<file path="src/rtl/serial_add_sub.sv">
// Bit-serial adder/subtractor: one full-adder cell plus a carry flop, LSB-first over WIDTH clocks.
// Produces result with zr/ng/cout/overflow flags and a one-cycle done pulse.
module serial_add_sub #(
   parameter int unsigned WIDTH = 16
) (
   input  logic             clk,
   input  logic             reset,
   input  logic             start,
   input  logic             sub,
   input  logic [WIDTH-1:0] a,
   input  logic [WIDTH-1:0] b,
   output logic             ready,
   output logic             done,
   output logic [WIDTH-1:0] result,
   output logic             cout,
   output logic             overflow,
   output logic             zr,
   output logic             ng
);

   localparam int unsigned CW = $clog2(WIDTH);

   typedef enum logic [1:0] {
      IDLE  = 2'd0,
      SHIFT = 2'd1,
      DONE  = 2'd2
   } state_t;

   state_t           state;
   logic [WIDTH-1:0] op_a;
   logic [WIDTH-1:0] op_b;
   logic [WIDTH-1:0] sum_q;
   logic [CW-1:0]    count;
   logic             carry;

   logic             s_bit;
   logic             c_next;
   logic [WIDTH-1:0] final_sum;

   // Single full-adder cell on the operand LSBs
   assign s_bit     = op_a[0] ^ op_b[0] ^ carry;
   assign c_next    = (op_a[0] & op_b[0]) | (op_a[0] & carry) | (op_b[0] & carry);
   assign final_sum = {s_bit, sum_q[WIDTH-1:1]};

   assign ready = (state == IDLE);

   always_ff @(posedge clk) begin
      if (reset) begin
         state    <= IDLE;
         op_a     <= '0;
         op_b     <= '0;
         sum_q    <= '0;
         count    <= '0;
         carry    <= 1'b0;
         done     <= 1'b0;
         result   <= '0;
         cout     <= 1'b0;
         overflow <= 1'b0;
         zr       <= 1'b0;
         ng       <= 1'b0;
      end else begin
         done <= 1'b0;
         unique case (state)
            IDLE: begin
               if (start) begin
                  // Subtraction as a + ~b + 1: inverted operand, carry-in of 1
                  op_a  <= a;
                  op_b  <= sub ? ~b : b;
                  carry <= sub;
                  count <= '0;
                  state <= SHIFT;
               end
            end
            SHIFT: begin
               op_a  <= {1'b0, op_a[WIDTH-1:1]};
               op_b  <= {1'b0, op_b[WIDTH-1:1]};
               sum_q <= final_sum;
               carry <= c_next;
               count <= count + CW'(1);
               if (count == CW'(WIDTH - 1)) begin
                  // carry currently holds the carry into the MSB
                  result   <= final_sum;
                  cout     <= c_next;
                  overflow <= carry ^ c_next;
                  zr       <= (final_sum == '0);
                  ng       <= final_sum[WIDTH-1];
                  done     <= 1'b1;
                  state    <= DONE;
               end
            end
            DONE: begin
               state <= IDLE;
            end
            default: begin
               state <= IDLE;
            end
         endcase
      end
   end

endmodule
</file>
<file path="config.mk">
export PLATFORM = sky130hd
export DESIGN_NAME = serial_add_sub
export DESIGN_NICKNAME = d
export VERILOG_FILES = /design/src/rtl/serial_add_sub.sv
export SDC_FILE = /design/constraint.sdc
export NUM_CORES = 1
export LEC_CHECK = 0
export BUFFER_PORTS_ARGS = -buffer_cell sky130_fd_sc_hd__clkbuf_2
export CAP_MARGIN = 20
export CORE_MARGIN = 3
export CORE_UTILIZATION = 50
export CTS_CLUSTER_DIAMETER = 200
export CTS_CLUSTER_SIZE = 10
export DETAILED_ROUTE_END_ITERATION = 6
export PLACE_DENSITY = 0.79
export SLEW_MARGIN = 20
export SYNTH_ARGS = -nofsm -noshare
export SYNTH_HDL_FRONTEND = slang
export SYNTH_SLANG_ARGS = --single-unit
</file>
<file path="constraint.sdc">
create_clock -name clk -period 1.5 [get_ports clk]
set_clock_uncertainty 0.1 [all_clocks]
set_input_delay 0 -clock clk [delete_from_list [all_inputs] [get_ports clk]]
set_output_delay 0 -clock clk [all_outputs]
set_load 0.1 [all_outputs]
</file>
* After elaboration in Yosys (flattened, before gate mapping) *
Cells that the tools add are included.

word-level totals
  register bits after elaboration = 76
  output and inout port bits = 22
  input bits = 36

operators by class
  eq/ne operators = 4
  multiplexer cells = 13
  bitwise operators = 10
  reduce and logical (&&, ||, !) cells = 7
  $add $sub $neg = 1

operator list
  cell                                                                    number
  16-bit case mux with 2 select lines                                     2
  16-bit two-way mux                                                      3
  16-bit logical NOT                                                      1
  16-bit inverter                                                         1
  4-bit case mux with 2 select lines                                      1
  2-bit AND reduction                                                     3
  4-bit by 1-bit adder with 4-bit output (second input constant)          1
  4-bit equality test (second input constant)                             1
  2-bit two-way mux                                                       2
  4-bit two-way mux                                                       1
  2-bit != test (second input constant)                                   2
  2-bit case mux with 2 select lines                                      1
  1-bit bitwise AND                                                       3
  1-bit XOR                                                               3
  2-bit by 1-bit equality test with 1-bit output (second input constant)  1
  2-bit logical NOT                                                       1
  1-bit two-way mux                                                       2
  1-bit OR                                                                2
  1-bit case mux with 2 select lines                                      1
  2-bit nonzero test                                                      1
  2-bit OR reduction                                                      1
  1-bit inverter                                                          1

* Depth between registers and ports, before layout *
  depth after elaboration = 4
  depth in mapped cells = 6
  mapped depth without buffers = 4

* Worst setup path before layout *
Ideal clock, no wire load.

  path type = register to output
  start point = register state[1]
  end point = output port ready
  path buffers = 2
  slack = -544 ps
  data required time = 1400 ps
  cell stages (with the launch flop) = 4
  arrival time = 1944 ps
  cells stage by stage = dfxtp_1 > buf_2 > buf_2 > nor2_1

between the ends
  word-level cells in the longest chain between the ends = 1

RTL lines
  item                    RTL line  RTL
  start, declared         29        state_t state;
  start signal, assigned  49        state <= IDLE;
  start signal, assigned  71        state <= SHIFT;
  start signal, assigned  88        state <= DONE;
  2-bit logical NOT       45        assign ready = (state == IDLE);
  end, declared           12        output logic ready,

No other way between the ends.

* Worst setup path in the final report *
  start point = register carry
  end point = register zr

between the ends
  word-level cells in the longest chain between the ends = 2

RTL lines
  item                    RTL line  RTL
  start, declared         34        logic carry;
  start signal, assigned  69        carry <= sub;
  start signal, assigned  78        carry <= c_next;
  1-bit XOR               41        assign s_bit = op_a[0] ^ op_b[0] ^ carry;
  net s_bit               36        logic s_bit;
  16-bit logical NOT      85        zr <= (final_sum == '0);
  end signal, assigned    85
  end, declared           17        output logic zr,

The timed path passes the listed nets, and every way through them passes these cells.
A chain may end at the register's enable or synchronous reset.

==> metrics.cfg <==
[clocking]
tritoncts=yes
cts_buffer_depth=2
cts.sinks=74
cts-buffers-inserted=9
postCtsSetupBuffers=0
clk_pin_slew_ns=0.08
cts-root-buf=clkbuf_8
htree_levels=3
clkLatencyLatePin_ns=0.35

[timing]
setup_slack_ns=-0.0721
rsz0062_at_grt=yes
slew_violations=0
slew_headroom_pct=63.9
final_hold_viol_count=0
fmax_ghz=0.636
fin_crit_sh_pct=105
fin_crit_ns=1.57
whs_ns=0.00953
setup_violations=1
tightest_slew_ns=0.544

[grt]
antenna_found_initial=0
grt_pass1_wl_microns=12600
grt_max_degree=35
grt_pass1_vias=2901
grt_usage_pct=20.8
grt_overflow=0

[synthesis]
ys_warn_count=0
netlist_area_sq_um=3250
syn_inst=376
synth.distinct_cells=35
ys_seq_area_share_pct=45.6
ys_ff_latch=74
syn_nets=414
syn_avg_cell_area_sq_um=8.64

[detailed_routing]
drt_iter0_markers=184
wl_per_cell_microns=14.9
post_drt_via_cell_ratio=5.61
first_pass_iters=5
drcViolationCount=0
num_vias=3003
drt_wl_total_microns=7990
postRouteAntennaNets=0

[setup_path]
crit_cells=4
crit_family=adder cells
r2r-end=zr
regToRegSetupSlack_ns=-0.07
cp-end-kind=flip-flop
crit_buf_inv=0
crit_start=carry
worst-path-max-fanout=2
max_stage_delay_ns=0.52
critical_path_class=reg -> reg
arrival_ns=1.72
endpoint=zr
r2r-start=carry
setup.worst_path.start_class=flip-flop
crit_chain=fa_1 > nor4_2 > nand4_1 > o41ai_2
r2r_cells=4
required_ns=1.65
slowest_stage=fa_1

[job]
maxCapViolCount=0

[floorplanning]
coreArea_sq_um=6100
die_w_microns=86.6
die_y_microns=86.6
pin_count=58
start_util_pct=53.3
dieArea_sq_um=7500
row_count=28

[placement]
gp_congestion=0.794
placed_area_sq_um=3640
port_buffers=57
place_hpwl_microns=4810

[final_layout]
fin_area_sq_um=4220
nets=493
drive_gt1_share_pct=24.1
diodes=0
area_growth_pct=29.9

[power]
power.leakage_nw=1.67
power-per-cell-area_nw_per_um2=1010
p_total_mw=4.25
ir_worst_vdd_mv=0.652

[outcome]
violations=negative setup slack
status=finished, violations left

[worst_hold_path]
hp-class=in -> reg

cell usage in the layout (no fill, tap or decap), drive strengths merged, types with 2 or more instances in the layout:
cell type    count
a21oi           52
a222oi          15
a22oi            3
buf             22
clkbuf          71
clkinv           2
clkinvlp         2
dfxtp           74
dlygate4sd3     25
nand2           30
nand2b          17
nand3           19
nor2            37
nor3            18
nor3b            2
nor4             4
o21ai           19
or3b            17
xor2            16
power by group:
group / switching [mW] / total [mW] / internal [mW]
Clock: 0.722 / 1.45 / 0.730
Combinational: 0.346 / 0.696 / 0.350
Sequential: 0.0533 / 2.10 / 2.05
synthesized netlist by cell type:
cell type / count / area share [%]
dfxtp_1: 74 / 46
a21oi_1: 52 / 8.0
nor2_1: 37 / 4.3
nand2_1: 30 / 3.5
nand3_1: 19 / 2.9
nor3_1: 18 / 2.8
nand2b_1: 17 / 3.3
or3b_1: 17 / 4.6
xor2_1: 16 / 4.3
a222oi_1: 15 / 4.6
buf_2: 15 / 2.3
clkbuf_1: 12 / 1.4
o21ai_0: 11 / 1.7
o21ai_1: 8 / 1.2
buf_4: 6 / 1.4
buf_6: 5 / 1.7
nor4_1: 4 / 0.77
a22oi_1: 3 / 0.69
a311oi_1: 1 / 0.27
and2b_1: 1 / 0.23
and3_1: 1 / 0.19
fa_1: 1 / 0.62
ha_1: 1 / 0.39
mux2i_1: 1 / 0.31
nand3b_1: 1 / 0.23
nand4_1: 1 / 0.19
nor2b_1: 1 / 0.19
nor3b_1: 1 / 0.23
nor3b_4: 1 / 0.58
o211ai_1: 1 / 0.23
o21ba_1: 1 / 0.31
o21bai_1: 1 / 0.23
o41ai_1: 1 / 0.27
or3_1: 1 / 0.19
xnor2_1: 1 / 0.27
cells by family (layout without fill, tap and decap cells):
kind of cell	count (synthesis)	after routing	share of synthesized area, %
xor+xnor	17	17	4.58
buf+inv	38	122	6.82
simple gates	150	150	24.1
mux	1	1	0.308
flops	74	74	45.6
compound gates	94	94	17.6
fa+ha+maj	2	2	1.00
worst min path at each step:
stage / endpoint / from / cells past startpoint / slack, ns
after floorplan: op_a[15] / a[15] / 2 / 0.05
after global placement: op_a[15] / a[15] / 3 / 0.15
after detailed placement: op_a[15] / a[15] / 3 / 0.17
after CTS: op_a[14] / a[14] / 4 / 0.0008
after global routing: op_b[9] / b[9] / 4 / 0.02
final: op_b[5] / b[5] / 4 / 0.01
registers in the layout (all words and copies together), names as in the netlist:
name      flops
carry         1
count         4
cout          1
done          1
op_a         16
op_b         16
overflow      1
result       16
state         2
sum_q        15
zr            1
layout make-up:
cell class / instances / area, sq um
multi-input combinational: 264 / 1580
clock buffer: 12 / 165
sequential: 74 / 1490
fill: 486 / 1880
timing repair buffer: 106 / 861
tap: 75 / 93.8
clock inverter: 4 / 25.0
metal layers:
| metal | global-route usage, % | routed length (microns) | part of all wire [%] |
|---|---|---|---|
| met1 | 25.0 | 3530 | 44 |
| met4 | 11.8 | 119 | 1.5 |
| met3 | 3.61 | 343 | 4.3 |
| met2 | 34.9 | 3990 | 50 |
| met5 | 0 | 0 | 0 |
through the flow:
step                util, %  setup slack [ns]  cells  setup TNS [ns]
finish                 69.2           -0.0721    535         -0.0721
CTS                    67.1           -0.0716    531         -0.0716
floorplan                 -           -0.0840    376         -0.0840
detailed placement     59.6           -0.0871    490          -0.619
global route           69.2            -0.193    535          -0.942
global placement       59.6          -0.00203    490        -0.00203
tightest hold or removal path, stage by stage:
cell      delay (ns)
clkbuf_2        0.08
xor2_1          0.14
a222oi_1        0.10
nor2_1          0.09
timing repair:
item | in CTS | in global routing
gates resized for setup | 5 | 19
pin swaps | 2 | 3
hold buffers | 25 | 0
gates cloned | 0 | 4
endpoints found under the hold margin | 31 | 0
setup endpoints to repair | 19 | 23
(Power assumes the default switching activity.)
